`src/rtl/seq_detector_param_if.sv`:
```
// Bus bundle for the programmable sequence detector: serial input, config
// load and counter clear towards the detector, match results back.
interface seq_detector_param_if #(
    parameter int MAX_LEN = 8,
    parameter int LEN_W   = 4,
    parameter int CNT_W   = 8
);
    logic               x;
    logic               x_valid;
    logic               cfg_load;
    logic [MAX_LEN-1:0] pattern;
    logic [LEN_W-1:0]   pat_len;
    logic               overlap_en;
    logic               cnt_clr;
    logic               z;
    logic [CNT_W-1:0]   match_cnt;
    logic               cfg_len_err;

    modport master (
        output x, x_valid, cfg_load, pattern, pat_len, overlap_en, cnt_clr,
        input  z, match_cnt, cfg_len_err
    );

    modport slave (
        input  x, x_valid, cfg_load, pattern, pat_len, overlap_en, cnt_clr,
        output z, match_cnt, cfg_len_err
    );
endinterface

```
`src/rtl/seq_detector_param.sv`:
```
// Runtime-programmable serial bit-sequence detector with registered match
// pulse, saturating match counter and sticky config-length error flag.
module seq_detector_param #(
    parameter int MAX_LEN = 8,
    parameter int LEN_W   = 4,
    parameter int CNT_W   = 8
) (
    input  logic                clk,
    input  logic                rst_n,
    seq_detector_param_if.slave bus
);
    localparam logic [LEN_W-1:0] MAX_LEN_L = LEN_W'(MAX_LEN);

    logic [MAX_LEN-1:0] hist_q;
    logic [MAX_LEN-1:0] pat_q;
    logic [MAX_LEN-1:0] cand;
    logic [MAX_LEN-1:0] len_mask;
    logic [LEN_W-1:0]   len_q;
    logic [LEN_W-1:0]   fill_q;
    logic               ovl_q;
    logic               z_q;
    logic               err_q;
    logic [CNT_W-1:0]   cnt_q;
    logic               accept;
    logic               enough;
    logic               hit;

    // cfg_load wins over a same-cycle data bit
    assign accept = bus.x_valid & ~bus.cfg_load;
    assign cand   = {hist_q[MAX_LEN-2:0], bus.x};
    assign enough = ({1'b0, fill_q} + (LEN_W+1)'(1)) >= {1'b0, len_q};

    // Mask selecting the low len bits of candidate and pattern
    always_comb begin
        len_mask = '0;
        for (int unsigned i = 0; i < MAX_LEN; i++) begin
            len_mask[i] = (i < 32'(len_q));
        end
    end

    assign hit = accept && (len_q != '0) && enough &&
                 (((cand ^ pat_q) & len_mask) == '0);

    // Active configuration and sticky length-error flag
    always_ff @(posedge clk or negedge rst_n) begin
        if (!rst_n) begin
            pat_q <= '0;
            len_q <= '0;
            ovl_q <= 1'b0;
            err_q <= 1'b0;
        end else if (bus.cfg_load) begin
            pat_q <= bus.pattern;
            ovl_q <= bus.overlap_en;
            len_q <= (bus.pat_len > MAX_LEN_L) ? MAX_LEN_L : bus.pat_len;
            err_q <= (bus.pat_len == '0) || (bus.pat_len > MAX_LEN_L);
        end
    end

    // Shift history and fill level; non-overlapping matches restart from empty
    always_ff @(posedge clk or negedge rst_n) begin
        if (!rst_n) begin
            hist_q <= '0;
            fill_q <= '0;
        end else if (bus.cfg_load) begin
            hist_q <= '0;
            fill_q <= '0;
        end else if (accept) begin
            if (hit && !ovl_q) begin
                hist_q <= '0;
                fill_q <= '0;
            end else begin
                hist_q <= cand;
                fill_q <= (fill_q == MAX_LEN_L) ? fill_q : fill_q + LEN_W'(1);
            end
        end
    end

    // Registered one-cycle match pulse
    always_ff @(posedge clk or negedge rst_n) begin
        if (!rst_n) begin
            z_q <= 1'b0;
        end else begin
            z_q <= hit;
        end
    end

    // Saturating match counter; clear beats a same-cycle match
    always_ff @(posedge clk or negedge rst_n) begin
        if (!rst_n) begin
            cnt_q <= '0;
        end else if (bus.cnt_clr) begin
            cnt_q <= '0;
        end else if (hit && (cnt_q != '1)) begin
            cnt_q <= cnt_q + CNT_W'(1);
        end
    end

    assign bus.z           = z_q;
    assign bus.match_cnt   = cnt_q;
    assign bus.cfg_len_err = err_q;
endmodule

```
`src/flat_wrapper.sv`:
```
// flat-port wrapper written by rule: the top's interface ports become plain ports
module seq_detector_param_flat 
#(
    parameter int MAX_LEN = 8,
    parameter int LEN_W   = 4,
    parameter int CNT_W   = 8
)
  (clk, rst_n, bus_x, bus_x_valid, bus_cfg_load, bus_pattern, bus_pat_len, bus_overlap_en, bus_cnt_clr, bus_z, bus_match_cnt, bus_cfg_len_err);
  seq_detector_param_if #(.MAX_LEN(MAX_LEN), .LEN_W(LEN_W), .CNT_W(CNT_W)) bus_i ();
  input  logic clk;
  input  logic rst_n;
  input wire logic [$bits(bus_i.x)-1:0] bus_x;
  input wire logic [$bits(bus_i.x_valid)-1:0] bus_x_valid;
  input wire logic [$bits(bus_i.cfg_load)-1:0] bus_cfg_load;
  input wire logic [$bits(bus_i.pattern)-1:0] bus_pattern;
  input wire logic [$bits(bus_i.pat_len)-1:0] bus_pat_len;
  input wire logic [$bits(bus_i.overlap_en)-1:0] bus_overlap_en;
  input wire logic [$bits(bus_i.cnt_clr)-1:0] bus_cnt_clr;
  output wire logic [$bits(bus_i.z)-1:0] bus_z;
  output wire logic [$bits(bus_i.match_cnt)-1:0] bus_match_cnt;
  output wire logic [$bits(bus_i.cfg_len_err)-1:0] bus_cfg_len_err;
  assign bus_i.x = bus_x;
  assign bus_i.x_valid = bus_x_valid;
  assign bus_i.cfg_load = bus_cfg_load;
  assign bus_i.pattern = bus_pattern;
  assign bus_i.pat_len = bus_pat_len;
  assign bus_i.overlap_en = bus_overlap_en;
  assign bus_i.cnt_clr = bus_cnt_clr;
  assign bus_z = bus_i.z;
  assign bus_match_cnt = bus_i.match_cnt;
  assign bus_cfg_len_err = bus_i.cfg_len_err;
  seq_detector_param #(.MAX_LEN(MAX_LEN), .LEN_W(LEN_W), .CNT_W(CNT_W)) u_core (.clk(clk), .rst_n(rst_n), .bus(bus_i));
endmodule
```
`config.mk`:
```
export PLATFORM = sky130hd
export DESIGN_NAME = seq_detector_param_flat
export DESIGN_NICKNAME = d
export VERILOG_FILES = /design/src/rtl/seq_detector_param_if.sv /design/src/rtl/seq_detector_param.sv /design/src/flat_wrapper.sv
export SDC_FILE = /design/constraint.sdc
export NUM_CORES = 1
export LEC_CHECK = 0
export CAP_MARGIN = 25
export CORE_ASPECT_RATIO = 1.5
export CORE_MARGIN = 1.5
export CORE_UTILIZATION = 59
export CTS_BUF_LIST = sky130_fd_sc_hd__clkbuf_8
export DETAILED_ROUTE_END_ITERATION = 12
export PLACE_DENSITY = 0.87
export SLEW_MARGIN = 30
export SYNTH_ARGS = -nofsm -noshare
export SYNTH_HDL_FRONTEND = slang
export SYNTH_SLANG_ARGS = --single-unit
export TNS_END_PERCENT = 5
```
`constraint.sdc`:
```
create_clock -name clk -period 4.15 [get_ports clk]
set_input_delay 0.6225 -clock clk [delete_from_list [all_inputs] [get_ports clk]]
set_output_delay 0.6225 -clock clk [all_outputs]
set_load 0.01 [all_outputs]
```
==> results.tsv, run 1 <==
stage	metric	value	unit
run_status	status	completed	
grt	GR Overflow Total	0	
grt	global-route wire length before repair	6582	microns
route	Iteration-0 DRC Markers	38	
floorplanning	Die ar.	0.003334	sq mm
sta	Worst-Margin Slew	0.9531	ns
layout	final core utilization	75.48	%
sta	minimum clock period	2.931	ns
clock_network	clk_lat worst skew	0.30	ns
synthesis	Post-Syn Area	0.001764	sq mm
setup_path	ordered cell list for the critical path	ha_1, xor2_1, ha_1, o21ai_0, o21ai_0, nand4_1, or4_1, a21oi_1	
placement	# port buffers	28	
hold_path	HP Start	u_core.pat_q[6]	
clock_network	clk sink count	34	
run	maxcap violations	0	
setup_path	CP max-delay cell	or4_1	
sta	Final Hold Fails	0	
setup_path	Crit Path Max Fanout	12	
placement	Post-DP HPWL	2810	microns
clock_network	clock buffer count from CTS	5	
clock_network	Clk Tree Root Cell	clkbuf_8	
clock_network	# hold bufs at CTS	0	
floorplanning	Core Area	0.002883	sq mm
floorplanning	I/O pin total	29	
synthesis	syn nets	192	
setup_path	R2R Path Start	u_core.fill_q[0]	
sta	RSZ-0062 raised after global routing	no	
setup_path	stages on the worst setup path	8	
clock_network	post-CTS sizing	0	
sta	Setup violations, final	0	
setup_path	Crit. End Element	flop	
synthesis	Async SR Flop Fraction	100.0	%
grt	largest net degree at the start of global routing	35	
floorplanning	die width	47.65	microns
setup_path	Worst R2R End	u_core.bus.match_cnt[7]	
synthesis	top-area cell type share of the netlist area	48.23	%
clock_network	CTS tree	yes	
sta	Clock Skews	0.01176	ns
sta	fin. max-slew vios	0	
route	drt first pass iters	4	
setup_path	CP startpoint kind	flop	
setup_path	Crit Path Category	reg -> reg	
synthesis	area leader, netlist	dfrtp_1	
synthesis	post-synthesis area per instance	10.63	sq um
setup_path	worst path bufs/invs	0	
setup_path	reg2reg setup slack	1.22	ns
sta	Peak Freq	341.2	MHz
route	vias per inst	5.920	
grt	initial antenna violation count	0	
route	aggregate routed wire length	3873	microns
clock_network	clock slew at reported path FFs	0.07	ns
setup_path	Max stage delay on crit path	0.61	ns
setup_path	CP endpoint	u_core.bus.match_cnt[7]	
grt	vias in the first global route	1542	
floorplanning	# rows	24	
setup_path	Worst EP required	4.37	ns
route	via count	1403	
clock_network	clk buf depth	2	
clock_network	# H-tree levels	2	
clock_network	Post-CTS Setup Bufs	0	
route	# DRC	0	
synthesis	yosys warns	0	
power	Cell Pwr Density	361.0	mW/mm^2
layout	Area Overhead vs Synth	23.33	%
sta	Rel. slew slack	36.16	%
grt	GRT Overall Usage	27.59	%
sta	Tcrit/Tclk final	70.63	%
synthesis	predominant post-synthesis flop cell	dfrtp_1	
power	maximum vdd drop	0.2851	mV
synthesis	Commonest cells post-synth	dfrtp_1, a21oi_1, o21ai_0	
power	total leakage power	0.9368	nW
synthesis	cells after synthesis	166	
setup_path	cell family contributing the most delay on the critical path	simple AND/OR/NAND/NOR gates	
route	Routed Antenna Nets	0	
hold_path	min-delay worst type	reg -> reg	
layout	nets	223	
floorplanning	initial core utilization	61.20	%
synthesis	Post-synth EDFFs	0	
synthesis	top-count cell post-synth	dfrtp_1	
setup_path	CP startpoint	u_core.fill_q[0]	
layout	n_diodes	0	
synthesis	sequential area share after synthesis	48.23	%
setup_path	Arrival @ worst endpoint	3.15	ns
placement	GP Congestion	0.8600	
sta	setup TNS	0	ns
synthesis	top cells by area, synth	dfrtp_1, mux2_2, ha_1	
synthesis	synth unique cells	36	
floorplanning	die span in y	69.97	microns
layout	layout cells sized above 1	10.10	%
setup_path	Worst R2R Path Depth	8	
synthesis	#FFs+latches synth	34	
route	WL per Instance	16.34	microns
power breakdown:
part / internal (mW) / switching [mW] / total (mW)
logic: 0.0777 / 0.0775 / 0.155
registers: 0.354 / 0.0250 / 0.379
clock network: 0.131 / 0.120 / 0.251
worst min-delay path by stage:
stage,endpoint,cells past startpoint
floorplan,u_core.bus.cfg_len_err,0
global placement,u_core.pat_q[7],1
detailed placement,u_core.pat_q[2],1
CTS,u_core.pat_q[2],1
global route,u_core.pat_q[6],1
finish,u_core.pat_q[6],1
layer usage:
layer / wire [microns] / up-vias / track usage (%)
li1: - / 665 / -
met1: 1439 / 690 / 30.36
met2: 2130 / 38 / 44.89
met3: 172 / 10 / 9.302
met4: 130 / 0 / 13.51
met5: 0 / - / 0
layout make-up:
cell class | instances | area (sq um)
clock buffers | 6 | 82.58
inverters | 8 | 30.03
repair buffers | 30 | 295.3
clock inverters | 2 | 8.758
flip-flops and latches | 34 | 850.8
fillers | 215 | 706.9
multi-input cells | 118 | 859.6
well taps | 39 | 48.80
cell usage in the layout, fill, tap and decap left out:
cell / n
dfrtp_1: 34
clkdlybuf4s50_1: 28
a21oi_1: 17
o21ai_0: 13
inv_1: 9
nand3_1: 9
mux2_2: 8
a22o_1: 7
ha_1: 7
xnor2_1: 6
xor2_1: 6
nand2_1: 6
clkbuf_8: 6
nor2_1: 5
or3_1: 4
nand2b_1: 3
nor3_1: 3
nand3b_1: 3
a31oi_1: 2
nand4_1: 2
o31ai_1: 2
or4_1: 2
buf_4: 2
a211oi_1: 1
or4_4: 1
o211a_1: 1
a2bb2o_4: 1
nor4_4: 1
and3_1: 1
o2111a_1: 1
mux2i_1: 1
nor2b_1: 1
nor4bb_1: 1
nor3b_1: 1
or4bb_1: 1
and4b_1: 1
clkinv_2: 1
registers in the layout, indices dropped and copies added (netlist names):
signal                  flops
u_core.bus.match_cnt        8
u_core.ovl_q                1
u_core.bus.z                1
u_core.pat_q                8
u_core.hist_q               7
u_core.fill_q               4
u_core.bus.cfg_len_err      1
u_core.len_q                4
cells by family (layout without fill, tap and decap cells):
logic type	count (synthesis)	in the layout	synth area share [%]
compound gates	45	45	16.31
xor+xnor	12	12	5.957
fa+ha+maj	7	7	4.964
buf+inv	14	46	3.049
flops	34	34	48.23
mux	9	9	5.674
simple gates	45	45	15.82
through the flow:
step / std cells / total power [mW] / instance area (sq um) / setup slack, ns / hold slack (ns)
after floorplan: 166 / 0.4795 / 1764 / 1.886 / 0.3269
final: 237 / 0.7854 / 2176 / 1.219 / 0.5346
after detailed placement: 229 / 0.5385 / 2085 / 1.105 / 0.5283
after global routing: 237 / 0.8267 / 2176 / 0.9887 / 0.5532
after global placement: 229 / 0.5275 / 2085 / 1.316 / 0.5111
after CTS: 237 / 0.7939 / 2176 / 1.257 / 0.5439
No activity file was read; power rests on OpenSTA's default activity.
==> inputs of run 2 (changes only) <==
--- a/config.mk
+++ b/config.mk
@@ -8,10 +8,10 @@
 export CAP_MARGIN = 25
 export CORE_ASPECT_RATIO = 1.5
 export CORE_MARGIN = 1.5
-export CORE_UTILIZATION = 59
+export CORE_UTILIZATION = 55
 export CTS_BUF_LIST = sky130_fd_sc_hd__clkbuf_8
 export DETAILED_ROUTE_END_ITERATION = 12
-export PLACE_DENSITY = 0.87
+export PLACE_DENSITY = 0.82
 export SLEW_MARGIN = 30
 export SYNTH_ARGS = -nofsm -noshare
 export SYNTH_HDL_FRONTEND = slang
==> constraint.sdc (replaced) <==
create_clock -name clk -period 2.8 [get_ports clk]
set_input_delay 0.42 -clock clk [delete_from_list [all_inputs] [get_ports clk]]
set_output_delay 0.42 -clock clk [all_outputs]
set_load 0.01 [all_outputs]
==> results.tsv, run 2 (synthesis gave the netlist of run 1 again) <==
stage	metric	value	unit
clock_network	clk sink count	34	
layout	Area Overhead vs Synth	24.89	%
setup_path	Worst R2R Path Depth	8	
setup_path	worst path bufs/invs	0	
floorplanning	I/O pin total	29	
setup_path	most used cell, CP	ha_1	
route	aggregate routed wire length	3941	microns
clock_network	# H-tree levels	2	
route	vias per inst	5.937	
clock_network	CTS tree	yes	
setup_path	Worst EP required	3.00	ns
run	maxcap violations	0	
placement	Post-DP HPWL	2902	microns
setup_path	Crit. End Element	flop	
grt	largest net degree at the start of global routing	35	
route	drt first pass iters	4	
setup_path	cell family contributing the most delay on the critical path	compound AO/OA/AOI/OAI gates	
floorplanning	Die ar.	0.003563	sq mm
sta	Setup violations, final	0	
clock_network	Post-CTS Setup Bufs	0	
sta	minimum clock period	2.532	ns
clock_network	clock buffer count from CTS	5	
setup_path	Crit Path Max Fanout	10	
clock_network	clk buf depth	2	
sta	Final Hold Fails	0	
route	Routed Antenna Nets	0	
grt	global-route wire length before repair	6396	microns
layout	commonest non-fill, non-tap cell in the layout	dfrtp_1	
setup_path	ordered cell list for the critical path	ha_1, xor2_1, ha_1, a211oi_1, o21ai_1, a31oi_1, nand3_1, o21ai_0	
grt	vias in the first global route	1487	
floorplanning	# rows	25	
placement	GP Congestion	0.8555	
floorplanning	die span in y	72.37	microns
hold_path	min-delay worst type	in -> async	
sta	fin. max-slew vios	0	
floorplanning	initial core utilization	56.97	%
route	# DRC	0	
power	maximum vdd drop	0.4880	mV
grt	initial antenna violation count	0	
setup_path	Max stage delay on crit path	0.64	ns
power	total leakage power	0.9462	nW
layout	most frequent cells in the layout	dfrtp_1, clkdlybuf4s50_1, a21oi_1	
run_status	status	completed	
layout	post-route cell area	0.002203	sq mm
layout	nets	224	
clock_network	clk_lat worst skew	0.29	ns
setup_path	Arrival @ worst endpoint	2.74	ns
sta	Peak Freq	395.0	MHz
sta	Worst-Margin Slew	0.8400	ns
layout	FILL cells	221	
placement	# port buffers	28	
floorplanning	Core Area	0.003097	sq mm
layout	layout cells sized above 1	11.06	%
power	Cell Pwr Density	552.4	mW/mm^2
placement	Area after DPL	0.002093	sq mm
route	Iteration-0 DRC Markers	33	
route	WL per Instance	16.49	microns
setup_path	Crit Path Category	reg -> reg	
layout	n_diodes	0	
grt	GRT Overall Usage	23.87	%
clock_network	# hold bufs at CTS	0	
setup_path	reg2reg setup slack	0.27	ns
sta	setup TNS	0	ns
sta	Tcrit/Tclk final	90.42	%
clock_network	Clk Tree Root Cell	clkbuf_8	
route	via count	1419	
clock_network	clock slew at reported path FFs	0.07	ns
floorplanning	die width	49.24	microns
setup_path	CP startpoint kind	flop	
grt	GR Overflow Total	0	
sta	Rel. slew slack	43.74	%
setup_path	R2R Path Start	u_core.fill_q[0]	
setup_path	CP max-delay cell	a31oi_1	
sta	RSZ-0062 raised after global routing	no	
setup_path	Worst R2R End	u_core.fill_q[1]	
sta	Clock Skews	0.003321	ns
run 2: cell types whose count changed in the layout (fill, tap and decap cells not counted):
cell / before / now
buf_4: 2 / 3
clkbuf_8: 6 / 8
clkinv_2: 1 / 0
inv_1: 9 / 8
o21ai_0: 13 / 12
o21ai_1: 0 / 1
run 2: stage by stage:
step / power [mW] / hold WS (ns) / instances / util [%] / setup WS [ns]
4_1_cts: 1.220 / 0.5336 / 239 / 71.15 / 0.1763
3_3_place_gp: 0.7778 / 0.5102 / 231 / 67.60 / 0.3474
5_1_grt: 1.270 / 0.5500 / 239 / 71.15 / 0.1018
2_1_floorplan: 0.7107 / 0.1244 / 166 / - / 0.5359
6_report: 1.217 / 0.5328 / 239 / 71.15 / 0.2682
3_5_place_dp: 0.7980 / 0.5183 / 231 / 67.60 / 0.2059
run 2: cell type report:
class | instances | area [sq um] | share of cell area, %
Clock buffer | 8 | 110.1 | 4.997
Inverter | 8 | 30.03 | 1.363
Multi-Input combinational cell | 118 | 859.6 | 39.01
Sequential cell | 34 | 850.8 | 38.61
Tap cell | 40 | 50.05 | 2.271
Timing Repair Buffer | 31 | 302.8 | 13.74
run 2: power by group:
part | switching (mW) | internal (mW) | leakage (nW)
combinational | 0.112 | 0.116 | 0.445
clock | 0.178 | 0.248 | 0.0575
sequential | 0.0389 | 0.524 | 0.444
total | 0.329 | 0.888 | 0.946
run 2: worst max path at each step:
stage | start | to | slack, ns | cells past startpoint
after detailed placement | u_core.fill_q[0] | u_core.bus.match_cnt[3] | 0.21 | 9
after CTS | u_core.fill_q[0] | u_core.bus.match_cnt[7] | 0.18 | 8
after global placement | bus_x | u_core.bus.match_cnt[3] | 0.35 | 8
final | u_core.fill_q[0] | u_core.fill_q[1] | 0.27 | 8
after floorplan | u_core.fill_q[0] | u_core.bus.match_cnt[3] | 0.54 | 9
after global routing | u_core.fill_q[0] | u_core.bus.match_cnt[7] | 0.10 | 8
run 2: per-layer routing:
layer,track usage (%),vias to the layer above,share of wire (%)
met3,6.584,14,4.3
met2,42.94,38,52
met5,0,-,0
met4,13.33,0,2.7
met1,24.69,703,40
li1,-,664,-
run 2: timing repair:
action                                  CTS  global route
endpoints found under the setup margin    0             3
hold endpoints to repair                  0             0
resized for setup                         0             1
==> inputs of run 3 (changes only) <==
--- a/config.mk
+++ b/config.mk
@@ -11,7 +11,7 @@
 export CORE_UTILIZATION = 55
 export CTS_BUF_LIST = sky130_fd_sc_hd__clkbuf_8
 export DETAILED_ROUTE_END_ITERATION = 12
-export PLACE_DENSITY = 0.82
+export PLACE_DENSITY = 0.91
 export SLEW_MARGIN = 30
 export SYNTH_ARGS = -nofsm -noshare
 export SYNTH_HDL_FRONTEND = slang
==> results.tsv, run 3 (synthesis gave the netlist of run 1 again) <==
stage	metric	value	unit
sta	setup TNS	0	ns
clock_network	clk_lat worst skew	0.29	ns
placement	# port buffers	28	
power	power after layout	1.254	mW
clock_network	clk buf depth	2	
floorplanning	Core Area	0.003097	sq mm
clock_network	CTS tree	yes	
grt	GR Overflow Total	0	
power	maximum vdd drop	0.4519	mV
setup_path	ordered cell list for the critical path	ha_1, xor2_1, ha_1, o21ai_0, o21ai_1, nand4_1, or4_1, a21oi_1	
layout	layout cells sized above 1	11.50	%
sta	Hold WS	0.5219	ns
floorplanning	I/O pin total	29	
grt	global-route wire length before repair	6451	microns
layout	final core utilization	71.72	%
route	WL per Instance	16.67	microns
grt	vias in the first global route	1369	
setup_path	Worst EP required	3.01	ns
power	internal power	0.9267	mW
layout	commonest non-fill, non-tap cell in the layout	dfrtp_1	
power	Sw Pwr	0.3271	mW
setup_path	R2R Path Start	u_core.fill_q[0]	
setup_path	most used cell, CP	ha_1	
setup_path	Worst R2R Path Depth	8	
route	drt first pass iters	4	
setup_path	Arrival @ worst endpoint	2.76	ns
hold_path	min-delay worst type	in -> async	
layout	nets	226	
sta	setup ws final	0.2514	ns
power	Clk pwr share	36.8	%
layout	FILL cells	212	
sta	Peak Freq	392.4	MHz
sta	Setup violations, final	0	
sta	fin. max-slew vios	0	
power	Cell Pwr Density	564.6	mW/mm^2
clock_network	Clk Tree Root Cell	clkbuf_8	
setup_path	Max stage delay on crit path	0.53	ns
sta	RSZ-0062 raised after global routing	no	
layout	most frequent cells in the layout	dfrtp_1, clkdlybuf4s50_1, a21oi_1	
floorplanning	Die ar.	0.003563	sq mm
sta	Tcrit/Tclk final	91.02	%
placement	DP Cell Count	231	
run	maxcap violations	0	
grt	initial antenna violation count	0	
sta	Rel. slew slack	40.93	%
placement	Post-DP HPWL	2805	microns
setup_path	Worst R2R End	u_core.bus.match_cnt[5]	
power	Sequential Power Share	44.9	%
clock_network	clk sink count	34	
sta	Final Hold Fails	0	
sta	Clock Skews	0.003701	ns
power	total leakage power	0.9542	nW
route	aggregate routed wire length	4000	microns
setup_path	Crit. End Element	flop	
placement	GP Congestion	0.8944	
grt	GRT Overall Usage	24.34	%
layout	Area Overhead vs Synth	25.89	%
route	Iteration-0 DRC Markers	58	
route	vias per inst	5.967	
layout	area of the multi-input gates	859.6	sq um
setup_path	Crit Path Category	reg -> reg	
power	Sw Ratio	26.09	%
sta	minimum clock period	2.549	ns
placement	Area after DPL	0.002093	sq mm
placement	DP Worst Slack	0.1275	ns
route	Routed Antenna Nets	0	
clock_network	# H-tree levels	2	
layout	register area	850.8	sq um
floorplanning	die span in y	72.37	microns
floorplanning	initial core utilization	56.97	%
setup_path	reg2reg setup slack	0.25	ns
clock_network	clock buffer count from CTS	5	
setup_path	Crit Path Max Fanout	6	
setup_path	CP max-delay cell	or4_1	
layout	n_diodes	0	
route	via count	1432	
grt	largest net degree at the start of global routing	35	
run_status	status	completed	
sta	Worst-Margin Slew	0.8819	ns
setup_path	CP startpoint kind	flop	
clock_network	clock slew at reported path FFs	0.07	ns
power	Gate power share	18.3	%
floorplanning	# rows	25	
layout	fin cells	240	
floorplanning	die width	49.24	microns
route	# DRC	0	
layout	post-route cell area	0.002221	sq mm
## run 3: worst max-delay path: cells and delay by family (launching register included)
kind | cells | cell delay, ns
fa+ha+maj | 2 | 0.56
simple gates | 2 | 0.80
xor+xnor | 1 | 0.17
flops | 1 | 0.45
compound gates | 3 | 0.49
## run 3: metal layers
layer,global-route usage (%),wire [microns]
met1,29.02,1551
met2,42.94,2213
met3,3.498,158
met4,11.43,76
met5,0,0
## run 3: worst max-delay path by stage
stage                     start  slack, ns                 endpoint
2_1_floorplan  u_core.fill_q[0]       0.54  u_core.bus.match_cnt[3]
5_1_grt        u_core.fill_q[0]       0.01         u_core.fill_q[2]
3_3_place_gp              bus_x       0.31  u_core.bus.match_cnt[2]
6_report       u_core.fill_q[0]       0.25  u_core.bus.match_cnt[5]
4_1_cts        u_core.fill_q[0]       0.08  u_core.bus.match_cnt[7]
3_5_place_dp   u_core.fill_q[0]       0.13  u_core.bus.match_cnt[5]
## run 3: power groups by stage
stage	Clock [mW]	Combinational [mW]	Sequential, mW
2_1_floorplan	0	0.151	0.560
3_3_place_gp	0	0.213	0.566
3_5_place_dp	0	0.227	0.571
4_1_cts	0.462	0.229	0.562
5_1_grt	0.482	0.262	0.567
6_report	0.461	0.230	0.563
## run 3: layout make-up
cell class | instances | share of cell area [%]
sequential | 34 | 38.31
inverter | 8 | 1.352
clock inverter | 1 | 1.352
tap | 40 | 2.254
multi-input combinational | 118 | 38.70
clock buffer | 6 | 3.718
timing repair buffer | 33 | 14.31
## run 3: repair_timing
item | 4_1_cts | 5_1_grt
setup endpoints to repair | 0 | 7
hold buffers | 0 | 0
gates resized for setup | 0 | 1
buffers inserted | 0 | 2
